<file path="src/rtl/reg_access_arbiter.sv">
// Three-client arbiter and single command path into RegIO.
// Define REG_ARB_ROUND_ROBIN_EN to alternate tx/rx on ties (init stays first).
module reg_access_arbiter #(
  parameter logic [3:0] IDLE_STATE     = 4'd0,
  parameter int         TIMEOUT_CYCLES = 1023
) (
  input  logic        sysclk,
  input  logic        reset,
  input  logic [2:0]  req,
  input  logic [23:0] req_offset,
  input  logic [2:0]  req_length,
  input  logic [2:0]  req_wr,
  input  logic [47:0] req_wdata,
  output logic [2:0]  grant,
  output logic [2:0]  done,
  output logic        timeout_err,
  output logic [15:0] rd_data,
  output logic        busy,
  output logic        NewCommand,
  output logic [7:0]  offset,
  output logic        length,
  output logic        WR,
  output logic [15:0] writeData,
  input  logic [15:0] readData,
  input  logic [3:0]  reg_state
);

  typedef enum logic [2:0] {
    S_IDLE,
    S_ISSUE,
    S_WAIT_START,
    S_WAIT_DONE,
    S_RESP
  } state_t;

  localparam logic [9:0] TMO = 10'(TIMEOUT_CYCLES);

  state_t      state, state_n;
  logic [9:0]  cnt, cnt_n, cnt_inc;
  logic        tmo, tmo_n;
  logic [2:0]  grant_n, win;
  logic [7:0]  offset_n, sel_off;
  logic        length_n, wr_n, sel_len, sel_wr;
  logic [15:0] wdata_n, rd_data_n, sel_wd;
  logic        rio_idle, cnt_hit;

  assign rio_idle = reg_state == IDLE_STATE;
  // Saturating counter: it parks at the limit instead of wrapping.
  assign cnt_inc  = (cnt == TMO) ? cnt : cnt + 10'd1;
  assign cnt_hit  = cnt_inc == TMO;

`ifdef REG_ARB_ROUND_ROBIN_EN
  logic last_rx;

  always_comb begin
    if (req[0])
      win = 3'b001;
    else if (req[1] && req[2])
      win = last_rx ? 3'b010 : 3'b100;
    else if (req[2])
      win = 3'b100;
    else if (req[1])
      win = 3'b010;
    else
      win = 3'b000;
  end

  always_ff @(posedge sysclk) begin
    if (reset)
      last_rx <= 1'b1;
    else if (state == S_RESP && (grant[1] || grant[2]))
      last_rx <= grant[2];
  end
`else
  always_comb begin
    if (req[0])
      win = 3'b001;
    else if (req[2])
      win = 3'b100;
    else if (req[1])
      win = 3'b010;
    else
      win = 3'b000;
  end
`endif

  always_comb begin
    sel_off = '0;
    sel_len = 1'b0;
    sel_wr  = 1'b0;
    sel_wd  = '0;
    for (int k = 0; k < 3; k++) begin
      if (win[k]) begin
        sel_off = req_offset[8*k +: 8];
        sel_len = req_length[k];
        sel_wr  = req_wr[k];
        sel_wd  = req_wdata[16*k +: 16];
      end
    end
  end

  always_comb begin
    state_n     = state;
    cnt_n       = cnt;
    tmo_n       = tmo;
    grant_n     = grant;
    offset_n    = offset;
    length_n    = length;
    wr_n        = WR;
    wdata_n     = writeData;
    rd_data_n   = rd_data;
    NewCommand  = 1'b0;
    done        = '0;
    timeout_err = 1'b0;
    busy        = state != S_IDLE;
    unique case (state)
      S_IDLE: begin
        if (|req && rio_idle) begin
          grant_n  = win;
          offset_n = sel_off;
          length_n = sel_len;
          wr_n     = sel_wr;
          wdata_n  = sel_wd;
          state_n  = S_ISSUE;
        end
      end
      S_ISSUE: begin
        NewCommand = 1'b1;
        cnt_n      = '0;
        tmo_n      = 1'b0;
        state_n    = S_WAIT_START;
      end
      S_WAIT_START: begin
        if (!rio_idle) begin
          cnt_n   = '0;
          state_n = S_WAIT_DONE;
        end else begin
          cnt_n = cnt_inc;
          if (cnt_hit) begin
            tmo_n   = 1'b1;
            state_n = S_RESP;
          end
        end
      end
      S_WAIT_DONE: begin
        if (rio_idle) begin
          rd_data_n = readData;
          state_n   = S_RESP;
        end else begin
          cnt_n = cnt_inc;
          if (cnt_hit) begin
            tmo_n   = 1'b1;
            state_n = S_RESP;
          end
        end
      end
      S_RESP: begin
        done        = grant;
        timeout_err = tmo;
        grant_n     = '0;
        state_n     = S_IDLE;
      end
      default: state_n = S_IDLE;
    endcase
  end

  always_ff @(posedge sysclk) begin
    if (reset) begin
      state     <= S_IDLE;
      cnt       <= '0;
      tmo       <= 1'b0;
      grant     <= '0;
      offset    <= '0;
      length    <= 1'b0;
      WR        <= 1'b0;
      writeData <= '0;
      rd_data   <= '0;
    end else begin
      state     <= state_n;
      cnt       <= cnt_n;
      tmo       <= tmo_n;
      grant     <= grant_n;
      offset    <= offset_n;
      length    <= length_n;
      WR        <= wr_n;
      writeData <= wdata_n;
      rd_data   <= rd_data_n;
    end
  end

endmodule

</file>
<file path="config.mk">
export PLATFORM = sky130hd
export DESIGN_NAME = reg_access_arbiter
export DESIGN_NICKNAME = d
export VERILOG_FILES = /design/src/rtl/reg_access_arbiter.sv
export SDC_FILE = /design/constraint.sdc
export NUM_CORES = 1
export LEC_CHECK = 0
export CAP_MARGIN = 30
export CELL_PAD_IN_SITES_DETAIL_PLACEMENT = 1
export CELL_PAD_IN_SITES_GLOBAL_PLACEMENT = 2
export CORE_MARGIN = 2
export CORE_UTILIZATION = 21
export CTS_BUF_LIST = sky130_fd_sc_hd__clkbuf_4
export DETAILED_ROUTE_END_ITERATION = 7
export PLACE_DENSITY = 0.86
export SETUP_SLACK_MARGIN = 0.15
export SLEW_MARGIN = 20
export SYNTH_ARGS = -nofsm -noshare
export SYNTH_HDL_FRONTEND = slang
export SYNTH_SLANG_ARGS = --single-unit
</file>
<file path="constraint.sdc">
create_clock -name sysclk -period 2.8 [get_ports sysclk]
set_input_delay 0.42 -clock sysclk [delete_from_list [all_inputs] [get_ports sysclk]]
set_output_delay 0.42 -clock sysclk [all_outputs]
set_load 0.02 [all_outputs]
</file>
# Word level (Yosys, flattened, before mapping)
# Index checks and enable logic that the tools add are counted.
dict set report word_totals {
  wordCells 64
  mem_bits_ro 0
  memories 0
  in_bits 103
  out_inout_bits 51
  ramBits 0
  latch_bits 0
  regBits 59
}
dict set report op_classes {
  div 0
  n_reduce_logical 12
  shift 0
  n_mux 33
  n_lt_le_gt_ge 0
  mul 0
  n_addsub 1
  eq_ne 9
  bitwise 0
}
# op count
set ops {}
lappend ops {{$mux W16} 3}
lappend ops {{$mux W10} 3}
lappend ops {{$pmux W10 S3} 1}
lappend ops {{$mux W3} 8}
lappend ops {{$mux W8} 3}
lappend ops {{$eq A10 B10 Y1 const B} 2}
lappend ops {{$pmux W3 S4} 1}
lappend ops {{$mux W1} 11}
lappend ops {{$add A10 B1 Y10 const B} 1}
lappend ops {{$reduce_and A2 Y1} 4}
lappend ops {{$eq A3 B2 Y1 const B} 2}
lappend ops {{$ne A2 B2 Y1 const B} 3}
lappend ops {{$pmux W3 S2} 1}
lappend ops {{$reduce_bool A3 Y1} 2}
lappend ops {{$logic_not A4 Y1} 1}
lappend ops {{$eq A3 B1 Y1 const B} 1}
lappend ops {{$eq A3 B3 Y1 const B} 1}
lappend ops {{$logic_not A3 Y1} 1}
lappend ops {{$pmux W1 S3} 1}
lappend ops {{$reduce_and A3 Y1} 1}
lappend ops {{$reduce_or A3 Y1} 1}
lappend ops {{$mux W2} 1}
lappend ops {{$reduce_bool A2 Y1} 1}
lappend ops {{$logic_and A1 B1 Y1} 1}

# Longest topological paths before layout
# Gate-level depths: netlist of run 1.
dict set report depth {
  word_depth 6
  ltp_mapped 8
  depth_no_buf 7
}

# Worst setup path after synthesis of run 1
# Ideal clock, no wire load.
dict set report synth_path {
  kind {reg-to-reg}
  start {register cnt[0]}
  end {register state[1]}
  t_arrival_ps 2075
  setup_time_ps 117
  period_less_slack_ps 2192
  slack_ps 608
  path_buffers 1
  t_required_ps 2683
  stages_incl_launch_ff 9
  path_cell_list {dfxtp_1 > ha_1 > buf_4 > nand2_1 > or4_2 > nand3_1 > and4_1 > o211ai_2 > and4bb_1}
}
dict set report synth_between {
  elab_chain_cells 6
  word_cells_on_any_way 8
  cone_classes {1 x add/sub; 2 x eq/ne; 5 x mux}
}
# element line
set synth_rtl {}
lappend synth_rtl {{from (decl)} 39} ;# logic [9:0] cnt, cnt_n, cnt_inc;
lappend synth_rtl {{from (signal assigned)} 180} ;# cnt <= cnt_n;
lappend synth_rtl {{$add A10 B1 Y10 or $eq A10 B10 Y1 (tied branches)} 49} ;# assign cnt_inc = (cnt == TMO) ? cnt : cnt + 10'd1;
lappend synth_rtl {{$mux W10 (*)} 49}
lappend synth_rtl {{$eq A10 B10 Y1 (*)} 50} ;# assign cnt_hit = cnt_inc == TMO;
lappend synth_rtl {{$mux W3 (*)} n/a}
lappend synth_rtl {{$mux W3, on equally long branches} n/a}
lappend synth_rtl {{$pmux W3 S4 (*)} n/a}
lappend synth_rtl {{to (signal assigned)} 179} ;# state <= state_n;
lappend synth_rtl {{to (decl)} 38} ;# state_t state, state_n;
# Mark *: on every way between the ends. The rest lies on a longest branch, timed or not.
# A chain may end at the register's enable or synchronous reset.

# Worst setup path after layout of run 1
dict set report layout_path {
  start {register state[1]}
  end {output port done[1]}
}
dict set report layout_between {
  elab_chain_cells 2
}
# element line
set layout_rtl {}
lappend layout_rtl {{$eq A3 B3 Y1} 116} ;# unique case (state)
lappend layout_rtl {{$mux W3} 116}
lappend layout_rtl {{to (decl)} 15} ;# output logic [2:0] done,
# Every way passes these cells.

==> qor.csv, run 1 <==
metric,value,unit
grt_antenna_before_repair,1,
dr.first_iter.drc_count,100,
grt.overflow.total,0,
drv_cap,0,
min_period,2.45,ns
layout-drive-gt1-share,0.0794,
setup_viol,0,
place.gp.congestion,0.806,
met3RoutedLength,879,um
hold_viol,0,
timing.final.ws_setup,0.348,ns
post-place-ws,0.324,ns
start_util,0.216,
synthTopCellsByCount,"nand2_1 (123), dfxtp_1 (59), a21oi_1 (52)",
final_max_slew_viol_count,0,
end_kind,primary output,
fmaxAchievable,0.408,GHz
post-route-period-util,0.876,
synth.avg_cell_area,7.27,um2
grt_max_degree,56,
dr.pass1.iters,4,
p_leak,1.67,nW
hold_buffers,0,
syn_to_final_growth,60.1,%
synthArstFlopShare,0,
wl_met1,5040,um
final_nets,678,
synth_ff_type,dfxtp_1,
wire_per_inst,15.6,um
hpwl,9060,um
clk_pin_slew_worst_paths,0.10,ns
cp.required,2.38,ns
worstPathArrival,2.03,ns
drt-total-wl,12000,um
yosysMostFrequentCell,nand2_1,
rsz0062_at_grt,false,
multi_input_comb_area,1800,um2
outcome,"complete, no violations",
rows,44,
clk_path_buf_depth,2,
nFillCells,1798,
pwr-share-clk,0.374,
dieArea,15900,um2
root_buffer,clkbuf_4,
synth_cell_types,49,
p_int,0.00139,W
grtUsageTotal,0.150,
synth_fp_nets,535,
syn_inst,431,
p_per_area,371,nW/um2
routed-wl-met2,5860,um
cts_tree,yes,
cts_sinks,59,
p_sw_frac,0.251,
criticalPathCategory,register to primary output,
grt_pass1_vias,3939,
holdWs,0.409,ns
comb_power_share,0.166,
slew_headroom,0.649,
die_y,126,um
synth_edf_count,0,
switching_power,0.000467,W
coreArea,14500,um2
skew,0.00609,ns
path_max_fanout,9,
ant_nets,0,
synth.area.top_cells,"dfxtp_1 (38%), nand2_1 (15%), a21oi_1 (8.3%)",
remaining_drc_errors,0,
crit_path_start_kind,register,
syn-cell-area,3140,um2
io_pins,154,
hold_path_class,primary input to register,
io_buffers,153,
grt_pass1_wl,19500,um
yosysTopAreaCell,dfxtp_1,
cts.htree.levels,3,
p_seq_frac,0.460,
worst_slew_pin_slew,0.525,ns
ir_drop,0.152,mV
dr.max_layer_used,met4,
clk_latency,0.40,ns
dieWidth,126,um
vias_per_cell,4.79,
cts_buffers,9,
vias,3659,
ys_ff_latch,59,
synth_warnings,0,
setup_tns,0,ns
register_area,1180,um2
synth-seq-area-share,0.377,
yosysTopAreaCellShare,0.377,
-- layout make-up --
cell class                 instances  share of cell area
tap                              184              0.0459
antenna                            1            0.000498
inverter                           4             0.00299
clock inverter                     6              0.0159
timing repair buffer             168               0.325
clock buffer                      10              0.0150
multi-input combinational        332               0.359
sequential                        59               0.235
-- per-layer routing --
layer,GRT usage,up-vias
met2,0.262,110
met5,0,-
met3,0.0544,12
li1,-,1814
met1,0.171,1723
met4,0.0433,0
-- through the flow --
stage          area [um2]  utilization  total power (W)  std cells
4_1_cts              5020        0.345          0.00190        763
6_report             5020        0.345          0.00186        764
5_1_grt              5020        0.345          0.00196        763
2_1_floorplan        3140            -         0.000983        431
3_5_place_dp         4860        0.334          0.00119        747
3_3_place_gp         4860        0.334          0.00118        747
-- what timing repair did --
action / in CTS / in global routing
setup buffers: 0 / 0
endpoints found under the setup margin: 4 / 3
gates resized for setup: 1 / 1
-- cells in the final DEF (no fill, tap or decap), types with 4 or more instances in the layout --
cell,instances
a21oi_1,52
and2_1,4
dfxtp_1,58
nand4_1,4
a22oi_1,28
nor2_1,10
and3_1,5
o21ai_0,38
clkdlybuf4s50_1,151
nand2_1,123
buf_4,15
nand3_1,11
clkbuf_4,10
nor3_1,6
inv_1,4
-- power groups by stage --
| stage | logic (W) | clock network, W | registers, W |
|---|---|---|---|
| final | 0.000309 | 0.000697 | 0.000856 |
| after global routing | 0.000338 | 0.000767 | 0.000858 |
| after CTS | 0.000315 | 0.000727 | 0.000856 |
| after detailed placement | 0.000314 | 0 | 0.000875 |
| after global placement | 0.000306 | 0 | 0.000874 |
| after floorplan | 0.000104 | 0 | 0.000879 |
-- flip-flops by register name (all words and copies together), names as in the netlist --
name	cells
tmo	1
cnt	10
offset	8
WR	1
rd_data	16
length	1
grant	3
state	3
writeData	16
-- worst max-delay path: stages (launching register included) --
cell and delay (ns):
dfxtp_1 0.44, nor2_2 0.35, and3_1 0.22, clkdlybuf4s50_1 0.62
-- kinds of logic after synthesis --
kind of cell,Yosys count,share of synthesized area
xor gates and xnor gates,2,0.00559
buffers and inverters,40,0.0519
DFF,59,0.377
and+or+nand+nor,190,0.295
AOI/OAI and AO/OA,139,0.267
adders and majority gates,1,0.00399
-- worst paths after layout --
| check | cells past startpoint | start | slack (ns) | to |
|---|---|---|---|---|
| max | 3 | state[1] | 0.35 | done[1] |
| max reg2reg | 7 | cnt[0] | 0.47 | state[1] |
| min reg2reg | 2 | writeData[14] | 0.46 | writeData[14] |
| min | 2 | reset | 0.41 | rd_data[10] |
Power figures use the tool's default switching activity.
==> run 2: changes to the inputs <==
--- a/config.mk
+++ b/config.mk
@@ -8,6 +8,7 @@
 export CAP_MARGIN = 30
 export CELL_PAD_IN_SITES_DETAIL_PLACEMENT = 1
 export CELL_PAD_IN_SITES_GLOBAL_PLACEMENT = 2
+export CORE_ASPECT_RATIO = 1.25
 export CORE_MARGIN = 2
 export CORE_UTILIZATION = 21
 export CTS_BUF_LIST = sky130_fd_sc_hd__clkbuf_4
==> run 2 against run 1 <==
  * Hold slack improved by 0.0027 ns
  * Sequential share of layout area up 0.16 points
  * Via count fell by 0.36%
  * Sequential power hardly changed
  * Flip-flop and latch count stayed put
  * Non-clock buffer count decreased by 2
  * Setup slack got worse by 0.058 ns
  * Routed wire length is 3.2% lower
  * Clock power shrank 13%
  * Final area down 0.80%
  * Power fell by 5.4%
  * First-iteration DRC count shrank 19%
  * Critical endpoint is now done[2]
  * Largest power group unchanged
  * Highest routed layer unchanged
==> qor.csv, run 2 (synthesis gave the netlist of run 1 again) <==
metric,value,unit
cts.htree.levels,3,
hold_path_class,primary input to register,
final_common_cell,clkdlybuf4s50_1,
fmaxAchievable,0.398,GHz
clk_path_buf_depth,2,
hold_buffers,0,
setup_viol,0,
syn_to_final_growth,58.9,%
setup_tns,0,ns
dr.first_iter.drc_count,81,
remaining_drc_errors,0,
cts_sinks,59,
ant_nets,0,
io_pins,154,
register_area,1180,um2
cts_buffers,9,
vias,3646,
reg_top3,"rd_data x16, writeData x16, cnt x10",
ir_drop,0.196,mV
skew,0.0207,ns
slew_headroom,0.556,
outcome,"complete, no violations",
final_max_slew_viol_count,0,
cts_tree,yes,
hold_viol,0,
dr.pass1.iters,6,
crit_path_start_kind,register,
holdWs,0.411,ns
grtUsageTotal,0.147,
post-route-period-util,0.896,
hpwl,8680,um
clk_latency,0.41,ns
worstPathArrival,2.09,ns
min_period,2.51,ns
fin_cells,755,
grt_antenna_before_repair,0,
nFillCells,1770,
drt-total-wl,11600,um
p_leak,1.66,nW
rsz0062_at_grt,false,
grt.overflow.total,0,
root_buffer,clkbuf_4,
worst_slew_pin_slew,0.665,ns
crit_chain,nor2_2 -> and3_1 -> clkdlybuf4s50_1,
slowest_delay,0.64,ns
p_per_area,354,nW/um2
grt_max_degree,56,
layout_common_cells,"clkdlybuf4s50_1 (151), nand2_1 (123), dfxtp_1 (59)",
grt_pass1_vias,3873,
die_y,141,um
start_util,0.217,
final_nets,676,
criticalPathCategory,register to primary output,
fin_util,0.344,
clk_pin_slew_worst_paths,0.11,ns
r2r_slack,0.45,ns
io_buffers,153,
coreArea,14500,um2
multi_input_comb_area,1810,um2
dpl.cell_count,739,
grt_pass1_wl,18900,um
rows,49,
dieArea,15900,um2
place.gp.congestion,0.808,
crit_path_top_delay_cell,clkdlybuf4s50_1,
end_kind,primary output,
vias_per_cell,4.83,
dieWidth,113,um
cp.required,2.38,ns
path_max_fanout,11,
num_antenna_cells,0,
wire_per_inst,15.3,um
layout-drive-gt1-share,0.0780,
drv_cap,0,
-- run 2: cell count changes in the layout (fill, tap and decap cells not counted), sizes merged --
cell,before,now
buf,17,15
bufinv,2,1
clkinv,4,5
diode,1,0
-- run 2: worst paths after layout --
| kind | endpoint | cells past startpoint | start |
|---|---|---|---|
| setup / recovery | done[2] | 3 | state[0] |
| hold / removal | rd_data[6] | 2 | reset |
| setup reg to reg | state[1] | 7 | cnt[0] |
| hold reg to reg | offset[2] | 2 | offset[2] |
-- run 2: per-stage QoR --
stage / worst slack, ns / power (W) / area, um2
global route: 0.169 / 0.00187 / 4980
floorplan: 0.608 / 0.000983 / 3140
global placement: 0.196 / 0.00118 / 4840
finish: 0.290 / 0.00176 / 4980
detailed placement: 0.314 / 0.00118 / 4840
CTS: 0.226 / 0.00180 / 4980
-- run 2: layer usage --
| metal | track usage | vias to the layer above | routed length, um | part of all wire |
|---|---|---|---|---|
| met5 | 0 | - | 0 | 0 |
| met4 | 0.0539 | 0 | 186 | 0.016 |
| met2 | 0.276 | 98 | 6090 | 0.53 |
| met1 | 0.157 | 1722 | 4670 | 0.40 |
| li1 | - | 1810 | - | - |
| met3 | 0.0383 | 16 | 614 | 0.053 |
-- run 2: critical path: cells and delay by family (launching register included) --
family,cells,cell delay [ns]
buffers and inverters,1,0.64
flip-flops,1,0.45
AND/OR/NAND/NOR,2,0.59
-- run 2: power by group --
| part | internal [W] | switching, W | leakage [nW] |
|---|---|---|---|
| Combinational | 0.000181 | 0.000123 | 1.11 |
| Sequential | 0.000847 | 0.00000822 | 0.476 |
| Clock | 0.000275 | 0.000327 | 0.0752 |
-- run 2: cell type report --
cell class              count  area share
clock buffers              10      0.0151
clock inverters             6      0.0113
inverters                   4     0.00301
multi-input cells         332       0.364
flip-flops and latches     59       0.237
well taps                 178      0.0447
repair buffers            166       0.325
-- run 2: what timing repair did --
| item | CTS | global route |
|---|---|---|
| setup endpoints to repair | 4 | 1 |
| gates cloned | 0 | 0 |
| resized for setup | 1 | 1 |
| buffers inserted | 0 | 0 |
==> run 3: changes to the inputs <==
--- a/config.mk
+++ b/config.mk
@@ -13,9 +13,8 @@
 export CORE_UTILIZATION = 21
 export CTS_BUF_LIST = sky130_fd_sc_hd__clkbuf_4
 export DETAILED_ROUTE_END_ITERATION = 7
-export PLACE_DENSITY = 0.86
+export PLACE_DENSITY_LB_ADDON = 0.2
 export SETUP_SLACK_MARGIN = 0.15
-export SLEW_MARGIN = 20
 export SYNTH_ARGS = -nofsm -noshare
 export SYNTH_HDL_FRONTEND = slang
 export SYNTH_SLANG_ARGS = --single-unit
==> run 3 against run 2 <==
  * Die area stayed put
  * Setup slack worse by 0.011 ns
  * Fmax is 0.42% lower
  * First-iteration DRC count is 44% higher
  * Clock-buffer cell count stayed put
  * Non-clock buffer count stayed put
  * Clock power is 4.0% higher
  * Utilization is 0.052 points higher
  * Power is 1.5% higher
  * Critical path type unchanged
  * Highest routed layer unchanged
==> qor.csv, run 3 (synthesis gave the netlist of run 1 again) <==
metric,value,unit
vias,3638,
grt_max_degree,56,
met3RoutedLength,816,um
hpwl,8840,um
cts_tree,yes,
clk_path_buf_depth,2,
whs_endpoint,writeData[13],
final_max_slew_viol_count,0,
slew_headroom,0.615,
grt_pass1_vias,3769,
layout_common_cells,"clkdlybuf4s50_1 (151), nand2_1 (123), dfxtp_1 (59)",
dieWidth,113,um
p_seq_frac,0.478,
final_common_cell,clkdlybuf4s50_1,
post-cts-setup-buffers,0,
reg_top3,"rd_data x16, writeData x16, cnt x10",
routed-wl-met2,6120,um
grt_antenna_before_repair,1,
rsz0062_at_grt,true,
worstPathArrival,2.10,ns
setup_tns,0,ns
die_y,141,um
min_period,2.52,ns
grt.overflow.total,0,
hold_viol,0,
coreArea,14500,um2
r2r-end,state[1],
end_kind,primary output,
layout-drive-gt1-share,0.0780,
worst_slew_pin_slew,0.578,ns
grt_pass1_wl,19300,um
r2r_start,cnt[0],
wire_per_inst,15.7,um
hold_path_class,register to register,
cts.htree.levels,3,
fmaxAchievable,0.397,GHz
drt-total-wl,11900,um
register_area,1180,um2
setup_viol,0,
comb_power_share,0.171,
ir_drop,0.149,mV
dr.max_layer_used,met4,
final_nets,676,
dr.pass1.iters,4,
cts_resized,1,
r2r_slack,0.48,ns
criticalPathCategory,register to primary output,
dieArea,15900,um2
pwr-share-clk,0.351,
r2r_cells,7,
rows,49,
p_int,0.00130,W
cts_sinks,59,
drv_cap,0,
hold_buffers,0,
vias_per_cell,4.81,
p_sw_frac,0.271,
p_per_area,358,nW/um2
ant_nets,0,
cp.required,2.38,ns
total_power,0.00179,W
placed_area,4850,um2
multi_input_comb_area,1800,um2
switching_power,0.000485,W
cts_buffers,9,
post-route-period-util,0.900,
place.gp.congestion,0.785,
start_util,0.217,
remaining_drc_errors,0,
min_path_cells,2,
p_leak,1.65,nW
clk_pin_slew_worst_paths,0.12,ns
final_area,4990,um2
syn_to_final_growth,59.1,%
grtUsageTotal,0.152,
path_max_fanout,11,
io_pins,154,
io_buffers,153,
crit_path_start_kind,register,
root_buffer,clkbuf_4,
nFillCells,1766,
worstHoldStart,writeData[13],
wl_met1,4830,um
skew,0.0146,ns
outcome,"complete, no violations",
clk_latency,0.43,ns
dr.first_iter.drc_count,117,
[run 3: cell types whose count changed in the layout (fill, tap and decap cells not counted), sizes merged]
cell,before,now
diode,0,2
clkinvlp,0,1
clkinv,5,4
[run 3: cell type report]
class	instances	share of cell area
tap	178	0.0446
clock inverter	6	0.0113
multi-input combinational	332	0.361
clock buffer	10	0.0150
antenna	2	0.00100
sequential	59	0.237
timing repair buffer	166	0.327
inverter	4	0.00301
[run 3: metrics by stage]
stage / worst slack, ns / instances / hold slack (ns) / util
finish: 0.279 / 757 / 0.459 / 0.345
global route: 0.126 / 757 / 0.476 / 0.345
CTS: 0.221 / 755 / 0.456 / 0.344
detailed placement: 0.318 / 739 / 0.449 / 0.335
global placement: 0.329 / 739 / 0.441 / 0.335
floorplan: 0.608 / 431 / 0.462 / -
[run 3: critical path, cell delays in order, from the launching register on]
cell             delay (ns)
dfxtp_1                0.45
nor2_2                 0.38
and3_1                 0.21
clkdlybuf4s50_1        0.63
[run 3: worst max-delay path by stage]
stage | start | depth (start not counted) | endpoint
4_1_cts | state[0] | 3 | timeout_err
3_5_place_dp | reg_state[1] | 6 | writeData[6]
3_3_place_gp | reg_state[1] | 6 | grant[0]
6_report | state[0] | 3 | timeout_err
2_1_floorplan | cnt[0] | 8 | state[1]
5_1_grt | state[0] | 3 | timeout_err
[run 3: power groups by stage]
stage	Combinational, W	Sequential, W	Clock (W)
after floorplan	0.000104	0.000879	0
after global placement	0.000307	0.000874	0
after detailed placement	0.000311	0.000875	0
after CTS	0.000312	0.000856	0.000657
after global routing	0.000336	0.000858	0.000692
final	0.000306	0.000855	0.000627
[run 3: metal layers]
layer  track usage  up-vias
met5             0        -
met4        0.0481        0
met3        0.0516       12
met2         0.271       99
met1         0.170     1718
li1              -     1809
==> variant: new RTL, config.mk and constraints of run 1 <==
Register the output `timeout_err`, with the module's reset; this adds one clock of latency there. The other outputs are not delayed to match.
--- a/src/rtl/reg_access_arbiter.sv
+++ b/src/rtl/reg_access_arbiter.sv
@@ -37,2 +37,4 @@
 
+  logic timeout_err_d;
+
   state_t      state, state_n;
@@ -113,3 +115,3 @@
     done        = '0;
-    timeout_err = 1'b0;
+    timeout_err_d = 1'b0;
     busy        = state != S_IDLE;
@@ -158,3 +160,3 @@
         done        = grant;
-        timeout_err = tmo;
+        timeout_err_d = tmo;
         grant_n     = '0;
@@ -190,2 +192,10 @@
 
+  always_ff @(posedge sysclk) begin
+    if (reset) begin
+      timeout_err <= '0;
+    end else begin
+      timeout_err <= timeout_err_d;
+    end
+  end
+
 endmodule
Behaviour: no difference found for any inputs over 10 cycles, from zero or initial values and one cycle with reset high; that may be too few to reach the edited logic, so the function may still have changed.
==> variant against run 1 <==
- clock power down 1%
- sequential cell count up 1
- synthesized area down 0.36%
- design area down 1.7%
- power up 7.3%
- routed wire length down 4.7%
- setup slack better by 0.064 ns
- largest power group unchanged
- clock skew up 0.010 ns
==> variant: results (changes against run 1) <==
status finished, final reports clean; total nets after synthesis 525 (-1.9%); Synth Area in Compound Gates 27.5% (+0.82 points); post-placement worst setup slack 0.258 ns (-0.0660 ns); Inst Count DP 732 (-2.0%); Via Count 3576 (-2.3%); Synth Warn # 0 (unchanged); number of cells on the worst reg-to-reg path 7 (unchanged); final setup margin 0.412 ns (+0.0635 ns); VDD IR max 0.199 mV (+31%); xor/xnor share of the synthesized area 0.841% (+0.28 points); registers with the most flip-flops rd_data (16), writeData (16), cnt (10); library cells used by synthesis 53 (+8.2%); placed wire-length estimate 8.79 mm (-2.9%); CP endpoint state[2]$_SDFFE_PP0P_; Synth Area in Adders 0.721% (+0.32 points); synth cell count leaders 120 x sky130_fd_sc_hd__nand2_1, 60 x sky130_fd_sc_hd__dfxtp_1, 55 x sky130_fd_sc_hd__a21oi_1; overall routed net length 11.4 mm (-4.7%); fill cell count 1811 (+0.72%); global placement routability congestion 0.879 (+9.1%); number of detailed-route iterations in the first pass 4 (unchanged); worst-path maximum fanout 8 (-1); Worst Clk Skew 0.0163 ns (+0.0102 ns); Worst-Skew Late Latency 0.40 ns (about the same); relative slew slack 60.9% (-4.0 points); worst setup path startpoint cnt[0]$_SDFFE_PP0P_; cell types occupying the most area after synthesis sky130_fd_sc_hd__dfxtp_1 38%, sky130_fd_sc_hd__nand2_1 14%, sky130_fd_sc_hd__a21oi_1 8.8%; vias in the first global route 3870 (-1.8%); wire length of the first global-routing pass 18.7 mm (-4.2%); fraction of layout instances using a drive strength above 1 7.45% (-0.50 points); switching power as a share of total power 26.7% (+1.6 points); class of the tightest hold or removal check reg -> reg; routed vias/inst 4.77 (-0.31%); leakage 1.62 nW (-3.2%); number of antenna violations at the first check in global routing 1 (unchanged); crit path DAT 2.74 ns (+0.71 ns); sequential area share after synthesis 38.4% (+0.78 points); synthesized netlist cell count 421 (-2.3%); net count reported at finish 663 (-2.2%); initial drt markers 105 (+5.0%); Total GRT Usage 14.6% (-0.35 points); # resized after CTS 0 (-1)
## variant: worst min path at each step
stage                                          start                    endpoint  slack (ns)  cells past startpoint
final                         offset[5]$_SDFFE_PP0P_      offset[5]$_SDFFE_PP0P_        0.46                      2
after global routing                           reset  writeData[13]$_SDFFE_PP0P_        0.47                      2
after CTS                                      reset  writeData[13]$_SDFFE_PP0P_        0.44                      2
after detailed placement  writeData[10]$_SDFFE_PP0P_  writeData[10]$_SDFFE_PP0P_        0.45                      2
after global placement        offset[3]$_SDFFE_PP0P_      offset[3]$_SDFFE_PP0P_        0.44                      2
after floorplan                     tmo$_SDFFE_PP0P_      timeout_err$_SDFF_PP0_        0.46                      1
## variant: metrics by stage
step	util, %	area (sq um)
2_1_floorplan	-	3120
3_3_place_gp	32.9	4780
3_5_place_dp	32.9	4780
4_1_cts	33.9	4930
5_1_grt	34.0	4940
6_report	34.0	4940
## variant: final cells by class
cell class | count | area share, %
well taps | 184 | 4.66
clock buffers | 10 | 1.52
repair buffers | 164 | 32.8
flip-flops and latches | 60 | 24.3
clock inverters | 6 | 1.60
diodes | 1 | 0.0507
multi-input cells | 319 | 34.7
inverters | 5 | 0.380
## variant: worst max-delay path, cell delays in order, from the launching register on
cell                       delay (ns)
sky130_fd_sc_hd__dfxtp_1         0.47
sky130_fd_sc_hd__ha_1            0.29
sky130_fd_sc_hd__and2_1          0.38
sky130_fd_sc_hd__a311oi_2        0.17
sky130_fd_sc_hd__nor4_1          0.38
sky130_fd_sc_hd__o2111a_2        0.32
sky130_fd_sc_hd__maj3_1          0.18
sky130_fd_sc_hd__and3_1          0.14
## variant: metal layers
metal	wire length (um)	global-route usage, %	up-vias
met5	0	0	-
met4	238	5.88	0
met3	847	4.55	21
met2	5900	26.5	115
met1	4410	15.9	1688
li1	-	-	1752
## variant: power by group through the flow
| stage | clock network, mW | logic [mW] | registers, mW |
|---|---|---|---|
| final | 0.689 | 0.419 | 0.890 |
| after global routing | 0.760 | 0.461 | 0.894 |
| after CTS | 0.723 | 0.425 | 0.890 |
| after detailed placement | 0 | 0.424 | 0.909 |
| after global placement | 0 | 0.413 | 0.907 |
| after floorplan | 0 | 0.203 | 0.904 |
## variant: kinds of logic (layout without fill, tap and decap cells)
group                    after synthesis  in the layout
AND/OR/NAND/NOR                      176            176
AO/OA/AOI/OAI                        138            138
flip-flops                            60             60
buffers and inverters                 42            185
XOR/XNOR                               3              3
adder cells (fa/ha/maj)                2              2
other                                  0              1
